<file path="src/rtl/intc_pkg.sv">
// Shared state type, NMI vector constant and vector numbering for interrupt_controller.
// INTC_NMI_PREEMPT_EN enables the NMI_ASSERT/NMI_SERVICE states in the top level.
package intc_pkg;

  typedef enum logic [2:0] {
    IDLE        = 3'd0,
    ASSERT      = 3'd1,
    SERVICE     = 3'd2,
    NMI_ASSERT  = 3'd3,
    NMI_SERVICE = 3'd4
  } intc_state_e;

  localparam int unsigned NMI_VEC = 32'd0;

  // Maskable source idx is reported as vector idx+1; vector 0 belongs to the NMI.
  function automatic logic [15:0] vec_from_idx(input int unsigned idx);
    return 16'(idx + 32'd1);
  endfunction

endpackage

</file>
<file path="src/rtl/intc_prio_enc.sv">
// Combinational priority encoder: NMI first, then the lowest-index eligible maskable source.
module intc_prio_enc
  import intc_pkg::*;
#(
  parameter int NUM_IRQ = 4,
  parameter int VEC_W   = 3
) (
  input  logic [NUM_IRQ-1:0] elig,
  input  logic               nmi_pend,
  output logic               valid,
  output logic [VEC_W-1:0]   vector,
  output logic               INA
);

  localparam logic [NUM_IRQ-1:0] ONE = NUM_IRQ'(1'b1);

  logic [NUM_IRQ-1:0] lowest_s;
  logic [VEC_W-1:0]   mask_vec_s;

  // Two's-complement trick isolates the lowest set bit.
  assign lowest_s = elig & (~elig + ONE);

  always_comb begin
    mask_vec_s = {VEC_W{1'b0}};
    for (int i = 0; i < NUM_IRQ; i++) begin
      mask_vec_s = mask_vec_s |
                   (lowest_s[i] ? VEC_W'(vec_from_idx(unsigned'(i))) : {VEC_W{1'b0}});
    end
  end

  always_comb begin
    valid  = 1'b0;
    vector = {VEC_W{1'b0}};
    INA    = 1'b0;
    if (nmi_pend) begin
      valid  = 1'b1;
      vector = VEC_W'(NMI_VEC);
      INA    = 1'b0;
    end else begin
      valid  = |elig;
      vector = mask_vec_s;
      INA    = |elig;
    end
  end

endmodule

</file>
<file path="src/rtl/interrupt_controller.sv">
// Edge-triggered interrupt controller with acknowledged request/service handshake to the CPU.
// Define INTC_NMI_PREEMPT_EN to let a pending NMI preempt a maskable handler (one-deep save).
module interrupt_controller
  import intc_pkg::*;
#(
  parameter int NUM_IRQ = 4,
  parameter int VEC_W   = 3
) (
  input  logic               clk,
  input  logic               rst,
  input  logic [NUM_IRQ-1:0] irq_in,
  input  logic               nmi_in,
  input  logic               INTD,
  input  logic               en_wr,
  input  logic [NUM_IRQ-1:0] en_wdata,
  input  logic               cpu_boundary,
  input  logic               cpu_ack,
  input  logic               cpu_eret,
  output logic               cpu_irq,
  output logic               INA,
  output logic [VEC_W-1:0]   vector,
  output logic               in_service,
  output logic [NUM_IRQ-1:0] pending,
  output logic [NUM_IRQ-1:0] irq_en
);

  intc_state_e        state_q;
  logic [NUM_IRQ-1:0] pending_q, pending_d, irq_en_q, irq_prev_q;
  logic [NUM_IRQ-1:0] irq_rise_s, elig_s, pend_clr_s;
  logic               nmi_pend_q, nmi_pend_d, nmi_prev_q, nmi_clr_s;
  logic               cpu_irq_q, ina_q, in_service_q, ack_mask_s;
  logic [VEC_W-1:0]   vector_q;
  logic               enc_valid_s, enc_ina_s;
  logic [VEC_W-1:0]   enc_vec_s;
`ifdef INTC_NMI_PREEMPT_EN
  logic [VEC_W-1:0]   saved_vec_q;
`endif

  assign irq_rise_s = irq_in & ~irq_prev_q;
  assign elig_s     = INTD ? {NUM_IRQ{1'b0}} : (pending_q & irq_en_q);
  assign ack_mask_s = (state_q == ASSERT) && cpu_ack && ina_q;
  assign nmi_clr_s  = cpu_ack && (((state_q == ASSERT) && !ina_q) || (state_q == NMI_ASSERT));

  // The frozen vector selects which pending bit the acknowledge retires.
  always_comb begin
    pend_clr_s = {NUM_IRQ{1'b0}};
    for (int i = 0; i < NUM_IRQ; i++) begin
      pend_clr_s[i] = ack_mask_s && (vector_q == VEC_W'(vec_from_idx(unsigned'(i))));
    end
  end

  // A new edge outranks a same-cycle clear.
  assign pending_d  = (pending_q & ~pend_clr_s) | irq_rise_s;
  assign nmi_pend_d = (nmi_pend_q & ~nmi_clr_s) | (nmi_in & ~nmi_prev_q);

  intc_prio_enc #(
    .NUM_IRQ (NUM_IRQ),
    .VEC_W   (VEC_W)
  ) u_prio_enc (
    .elig     (elig_s),
    .nmi_pend (nmi_pend_q),
    .valid    (enc_valid_s),
    .vector   (enc_vec_s),
    .INA      (enc_ina_s)
  );

  always_ff @(posedge clk) begin
    if (rst) begin
      state_q      <= IDLE;
      pending_q    <= {NUM_IRQ{1'b0}};
      nmi_pend_q   <= 1'b0;
      irq_en_q     <= {NUM_IRQ{1'b1}};
      irq_prev_q   <= {NUM_IRQ{1'b0}};
      nmi_prev_q   <= 1'b0;
      cpu_irq_q    <= 1'b0;
      ina_q        <= 1'b0;
      vector_q     <= {VEC_W{1'b0}};
      in_service_q <= 1'b0;
`ifdef INTC_NMI_PREEMPT_EN
      saved_vec_q  <= {VEC_W{1'b0}};
`endif
    end else begin
      irq_prev_q <= irq_in;
      nmi_prev_q <= nmi_in;
      pending_q  <= pending_d;
      nmi_pend_q <= nmi_pend_d;
      if (en_wr) begin
        irq_en_q <= en_wdata;
      end
      case (state_q)
        IDLE: begin
          if (cpu_boundary && enc_valid_s) begin
            state_q   <= ASSERT;
            cpu_irq_q <= 1'b1;
            vector_q  <= enc_vec_s;
            ina_q     <= enc_ina_s;
          end
        end
        ASSERT: begin
          if (cpu_ack) begin
            state_q      <= SERVICE;
            cpu_irq_q    <= 1'b0;
            in_service_q <= 1'b1;
          end
        end
        SERVICE: begin
          if (cpu_eret) begin
            state_q      <= IDLE;
            in_service_q <= 1'b0;
          end
`ifdef INTC_NMI_PREEMPT_EN
          else if (ina_q && nmi_pend_q && cpu_boundary) begin
            state_q     <= NMI_ASSERT;
            saved_vec_q <= vector_q;
            vector_q    <= VEC_W'(NMI_VEC);
            ina_q       <= 1'b0;
            cpu_irq_q   <= 1'b1;
          end
`endif
        end
`ifdef INTC_NMI_PREEMPT_EN
        NMI_ASSERT: begin
          if (cpu_ack) begin
            state_q   <= NMI_SERVICE;
            cpu_irq_q <= 1'b0;
          end
        end
        NMI_SERVICE: begin
          if (cpu_eret) begin
            state_q  <= SERVICE;
            vector_q <= saved_vec_q;
            ina_q    <= 1'b1;
          end
        end
`endif
        default: begin
          state_q      <= IDLE;
          cpu_irq_q    <= 1'b0;
          in_service_q <= 1'b0;
        end
      endcase
    end
  end

  assign cpu_irq    = cpu_irq_q;
  assign INA        = ina_q;
  assign vector     = vector_q;
  assign in_service = in_service_q;
  assign pending    = pending_q;
  assign irq_en     = irq_en_q;

endmodule

</file>
<file path="config.mk">
export PLATFORM = sky130hd
export DESIGN_NAME = interrupt_controller
export DESIGN_NICKNAME = d
export VERILOG_FILES = /design/src/rtl/intc_pkg.sv /design/src/rtl/intc_prio_enc.sv /design/src/rtl/interrupt_controller.sv
export SDC_FILE = /design/constraint.sdc
export NUM_CORES = 1
export LEC_CHECK = 0
export CAP_MARGIN = 20
export CORE_AREA = 2 2 47 49
export CTS_BUF_LIST = sky130_fd_sc_hd__clkbuf_2 sky130_fd_sc_hd__clkbuf_4 sky130_fd_sc_hd__clkbuf_8
export CTS_CLUSTER_DIAMETER = 200
export CTS_CLUSTER_SIZE = 16
export DETAILED_ROUTE_END_ITERATION = 6
export DIE_AREA = 0 0 49 51
export DONT_BUFFER_PORTS = 1
export PLACE_DENSITY = 0.59
export SETUP_SLACK_MARGIN = 0.1
export SYNTH_ARGS = -nofsm -noshare
export SYNTH_HDL_FRONTEND = slang
export SYNTH_SLANG_ARGS = --single-unit
</file>
<file path="constraint.sdc">
create_clock -name clk -period 1.55 [get_ports clk]
set_input_delay 0.155 -clock clk [delete_from_list [all_inputs] [get_ports clk]]
set_output_delay 0.155 -clock clk [all_outputs]
set_load 0.01 [all_outputs]
</file>
## Word-level counts from Yosys, hierarchy flattened

Cells that the tools add are included.

- $add $sub $neg: 1
- Eq/ne operators: 10
- Multiplexer cells: 18
- Bitwise logic cells: 18
- Reductions and logical operators: 17

Operator list:

| operator | number |
|---|---|
| bitwise AND 4 bit | 4 |
| 2-to-1 mux 3 bit | 5 |
| equality test 3 x 2 -> 1 bit (second input constant) | 4 |
| inverter 4 bit | 3 |
| logical AND 1 bit | 9 |
| OR 3 bit | 3 |
| one-hot mux 3 bit (3 select lines) | 1 |
| AND reduction 3 bit | 3 |
| 2-to-1 mux 1 bit | 7 |
| equality test 3 x 1 -> 1 bit (second input constant) | 2 |
| inequality test 2 bit (second input constant) | 3 |
| one-hot mux 1 bit (3 select lines) | 2 |
| adder 4 x 1 -> 4 bit (second input constant) | 1 |
| 2-to-1 mux 2 bit | 2 |
| 2-to-1 mux 4 bit | 1 |
| inverter 1 bit | 4 |
| OR 4 bit | 1 |
| OR reduction 4 bit | 1 |
| equality test 3 bit (second input constant) | 1 |
| zero test 3 bit | 1 |
| bitwise AND 1 bit | 2 |
| AND reduction 2 bit | 1 |
| zero test 1 bit | 1 |
| logical OR 1 bit | 1 |
| OR 1 bit | 1 |

- Flip-flop bits (word level): 23
- Input port bits: 16
- Output and inout port bits: 14
- Word-level logic and storage cells: 74

## Logic depth before layout (Yosys ltp)

- Depth after elaboration: 10
- Mapped depth: 4
- Mapped depth without buffers: 4

## Modules after synthesis

From an unflattened synthesis, not the netlist that was laid out.

- Cell total of the unflattened synthesis: 97
- Area, all modules: 912.1 um2

Modules (own cells, without submodules):

| module | times used | cells an instance | area an instance (um2) | sequential area each (um2) |
|---|---|---|---|---|
| interrupt_controller | 1 | 87 | 853.3 | 440.4 |
| intc_prio_enc | 1 | 10 | 58.8 | 0.0 |

## Worst setup path after synthesis

Ideal clock, no wire load.

- Path kind: reg2reg
- Start point: reg state_q[1]
- End point: reg pending_q[0], in the netlist pending[0]
- Setup time: 0.132 ns
- Arrival: 1.112 ns
- Required time: 1.418 ns
- Path slack: 0.306 ns
- Stages on the path, launching flop included: 5
- Path buffers: 0
- Period minus slack after synthesis: 1.244 ns
- Path through: dfxtp_1 nand4b_1 or3b_1 o21ai_1 a21oi_1

- Longest elaborated chain between the ends: 7

Ends and longest elaborated chain:

| what | RTL line | text |
|---|---|---|
| from (decl) | interrupt_controller.sv:27 | `intc_state_e state_q;` |
| from (signal assigned) | interrupt_controller.sv:69 | `state_q <= IDLE;` |
| from (signal assigned) | interrupt_controller.sv:93 | `state_q <= ASSERT;` |
| from (signal assigned) | interrupt_controller.sv:101 | `state_q <= SERVICE;` |
| equality test 3 x 1 -> 1 bit | interrupt_controller.sv:41 | `assign ack_mask_s = (state_q == ASSERT) && cpu_ack && ina_q;` |
| logical AND 1 bit (2 in series) | interrupt_controller.sv:41 |  |
| logical AND 1 bit | interrupt_controller.sv:48 | `pend_clr_s[i] = ack_mask_s && (vector_q == VEC_W'(vec_from_idx(unsigned'(i))));` |
| inverter 4 bit | interrupt_controller.sv:53 | `assign pending_d = (pending_q & ~pend_clr_s) \| irq_rise_s;` |
| bitwise AND 4 bit | interrupt_controller.sv:53 |  |
| OR 4 bit | interrupt_controller.sv:53 |  |
| to (signal assigned) | interrupt_controller.sv:70 | `pending_q <= {NUM_IRQ{1'b0}};` |
| to (signal assigned) | interrupt_controller.sv:85 | `pending_q <= pending_d;` |
| to (decl) | interrupt_controller.sv:28 | `logic [NUM_IRQ-1:0] pending_q, pending_d, irq_en_q, irq_prev_q;` |

No other way between the ends.
A chain may end at the register's enable or synchronous reset.

## Final worst setup path

- Start point: reg state_q[1]
- End point: reg pending_q[2], in the netlist pending[2]

The elaborated chain is that of the path after synthesis.

==> reports/results.tsv <==
stage	metric	value	unit
synthesis	Post-Syn Area	868	um2
power	Psw	0.271	mW
timing	Slew @ Worst Pin	0.807	ns
critical_path	Setup crit end kind	flip-flop	
floorplanning	Initial Util	0.421	
routing	WL final	1840	um
timing	fmax	729	MHz
final_layout	Antenna diodes	0	
critical_path	CP Cell Sequence	nand4b_1 -> or3b_1 -> o21ai_1 -> a21oi_1	
cts	CTS root buffer	clkbuf_4	
timing	final hold vios	0	
timing	unrepaired setup endpoints after global routing	false	
routing	Post-DRT Antenna Nets	0	
routing	DRC	0	
critical_path	Worst Path Max Fanout	8	
timing	WHS	0.00694	ns
cts	clock slew at reported path FFs	0.12	ns
critical_path	CP arrival	1.53	ns
global_route	grt ovf	0	
global_route	gr usage total	0.156	
timing	worst relative slew slack	0.460	
power	Net Sw Frac	0.249	
critical_path	Worst R2R End	pending[2]	
floorplanning	core area	0.00206	mm2
routing	TritonRoute pass-1 iters	4	
power	share of total power in combinational logic	0.122	
power	leakage power	0.394	nW
place	I/O Buffers	0	
synthesis	syn nets	111	
cts	worst skew pair latency	0.29	ns
final_layout	Sequential Area	442	um2
synthesis	warnings from Yosys	0	
floorplanning	die area	0.00250	mm2
worst_hold_path	HP Class	in2reg	
critical_path	Worst Setup Start Kind	flip-flop	
floorplanning	I/O Pins	30	
worst_hold_path	hold_sp	cpu_ack	
global_route	largest net degree at the start of global routing	22	
synthesis	Avg Inst Size Synth	9.14	um2
global_route	vias in the first global route	639	
critical_path	max incr delay on CP	0.40	ns
power	worst vdd ir	0.000705	V
final_layout	layout filler cell count	207	
critical_path	CP Data Required Time	1.71	ns
global_route	antenna violations before repair	0	
synthesis	Yosys cell types	24	
critical_path	Reg2Reg Setup Slack	0.18	ns
place	DP Wirelength	1210	um
routing	Vias	710	
critical_path	Critical Path Slowest Stage Cell	or3b_1	
critical_path	R2R cell count	4	
cts	clock buffer depth	2	
place	GPL Wtd Cong	0.739	
status	status	finished, final reports clean	
timing	final setup vio count	0	
timing	Slew Viols, Final	0	
timing	Tcrit/Tclk final	0.884	
power	Clk network pwr share	0.280	
power	Seq pwr share	0.597	
timing	final worst clock skew	0.00160	ns
worst_hold_path	hold depth	3	
critical_path	Reg-to-Reg Start	state_q[1]	
run	max_cap viols	0	
final_layout	Syn-to-layout area delta	21.9	%
final_layout	area of the multi-input gates	405	um2
global_route	wire length of the first global-routing pass	2940	um
power	Int Power	0.818	mW
critical_path	critical path's top delay family	simple AND/OR/NAND/NOR gates	
floorplanning	Die H	51	um
cts	CTS tree	yes	
final_layout	Layout Nets	127	
worst_hold_path	Hold EP	state_q[0]	
cts	CTS Buf Count	3	
critical_path	Setup CP Type	reg2reg	
routing	Via-to-Cell Ratio	5.14	
synthesis	synthesized flop and latch total	22	
timing	Final min period	1.37	ns
final_layout	layout cells sized above 1	0.0818	
cts	H-tree Lvls	1	
critical_path	Worst Path Buf+Inv	0	
routing	1st-iter DRT viols	12	
floorplanning	site row count	17	
timing	setup tns final	0	ns
floorplanning	Die Wd	49	um
cts	TritonCTS Sinks	22	
synthesis	register area share after synthesis	0.507	
synthesis	Mapped Cells	95	
routing	Routed wire per std cell	13.3	um
power	Pwr Density	1030	mW/mm2
-- flip-flops by register name, summed over array words and instances (netlist names) --
name        count
irq_en          4
irq_prev_q      4
pending         4
vector          3
state_q         2
INA             1
cpu_irq         1
in_service      1
nmi_pend_q      1
nmi_prev_q      1
-- worst min-delay path: cells and delay by family --
family,cells,cell delay (ns)
simple gates,2,0.07
compound gates,1,0.05
-- Yosys cell counts --
cell type | instances | area, um2
nand2_1 | 7 | 26.3
nand4b_1 | 1 | 8.76
clkbuf_1 | 2 | 7.51
o31ai_2 | 1 | 12.5
a2111o_1 | 1 | 11.3
o41ai_1 | 2 | 17.5
o21ai_0 | 3 | 15.0
a21oi_1 | 12 | 60.1
nor2_1 | 8 | 30.0
inv_1 | 4 | 15.0
a211o_1 | 4 | 35.0
nor3b_1 | 1 | 7.51
mux2i_1 | 1 | 10.0
a31oi_1 | 1 | 6.26
o21ai_1 | 3 | 15.0
o2111ai_1 | 1 | 8.76
nand3_1 | 1 | 5.00
or3b_1 | 1 | 8.76
nor3b_2 | 1 | 12.5
nand2b_1 | 7 | 43.8
or3_1 | 1 | 6.26
nor2b_1 | 9 | 56.3
dfxtp_1 | 22 | 440
a221oi_1 | 1 | 8.76
-- power groups by stage --
stage | Sequential [mW] | Combinational [mW] | Clock, mW
final | 0.651 | 0.133 | 0.305
after global routing | 0.657 | 0.149 | 0.341
after CTS | 0.651 | 0.132 | 0.324
after detailed placement | 0.663 | 0.0985 | 0
after global placement | 0.663 | 0.0978 | 0
after floorplan | 0.656 | 0.0872 | 0
-- final cells by class --
cell class | instances | area share
Tap cell | 28 | 0.0331
Sequential cell | 22 | 0.417
Clock buffer | 4 | 0.0343
Inverter | 4 | 0.0142
Multi-Input combinational cell | 67 | 0.383
Timing Repair Buffer | 13 | 0.118
-- kinds of logic (layout without fill, tap and decap cells) --
family / after synthesis / in the layout / synth area share
buf+inv: 6 / 21 / 0.0259
simple gates: 37 / 37 / 0.236
compound gates: 29 / 29 / 0.219
flops: 22 / 22 / 0.507
mux: 1 / 1 / 0.0115
-- worst max-delay path by stage --
stage | start | cells after the start | to
5_1_grt | state_q[1] | 4 | pending[0]
4_1_cts | state_q[0] | 4 | pending[0]
3_3_place_gp | state_q[1] | 4 | pending[0]
2_1_floorplan | state_q[1] | 4 | pending[0]
6_report | state_q[1] | 4 | pending[2]
3_5_place_dp | state_q[0] | 4 | pending[0]
-- cells in the final DEF, fill, tap and decap left out, drive strengths merged, types with 6 or more instances in the layout --
cell type / count
nor2b: 9
o21ai: 6
nand2b: 7
nand2: 7
a21oi: 12
dlygate4sd3: 11
dfxtp: 22
nor2: 8
-- layer usage --
| metal | vias up | GRT usage | wire [um] |
|---|---|---|---|
| met2 | 14 | 0.247 | 850 |
| met5 | - | 0 | 0 |
| met3 | 2 | 0.0556 | 116 |
| met4 | 0 | 0.0857 | 26 |
| met1 | 325 | 0.186 | 844 |
| li1 | 369 | - | - |
-- timing repair --
item,4_1_cts,5_1_grt
resized for setup,0,1
hold endpoints to repair,21,0
setup endpoints to repair,0,2
buffers inserted,0,1
hold buffers,11,0
-- stage by stage --
stage	setup slack, ns	utilization	instances	power [mW]	cell area, um2
after floorplan	0.306	-	95	0.743	868
after global placement	0.245	0.438	122	0.761	903
after detailed placement	0.197	0.438	122	0.762	903
after CTS	0.134	0.509	137	1.11	1050
after global routing	0.109	0.513	138	1.15	1060
final	0.179	0.513	138	1.09	1060
No activity file was read; power rests on OpenSTA's default activity.
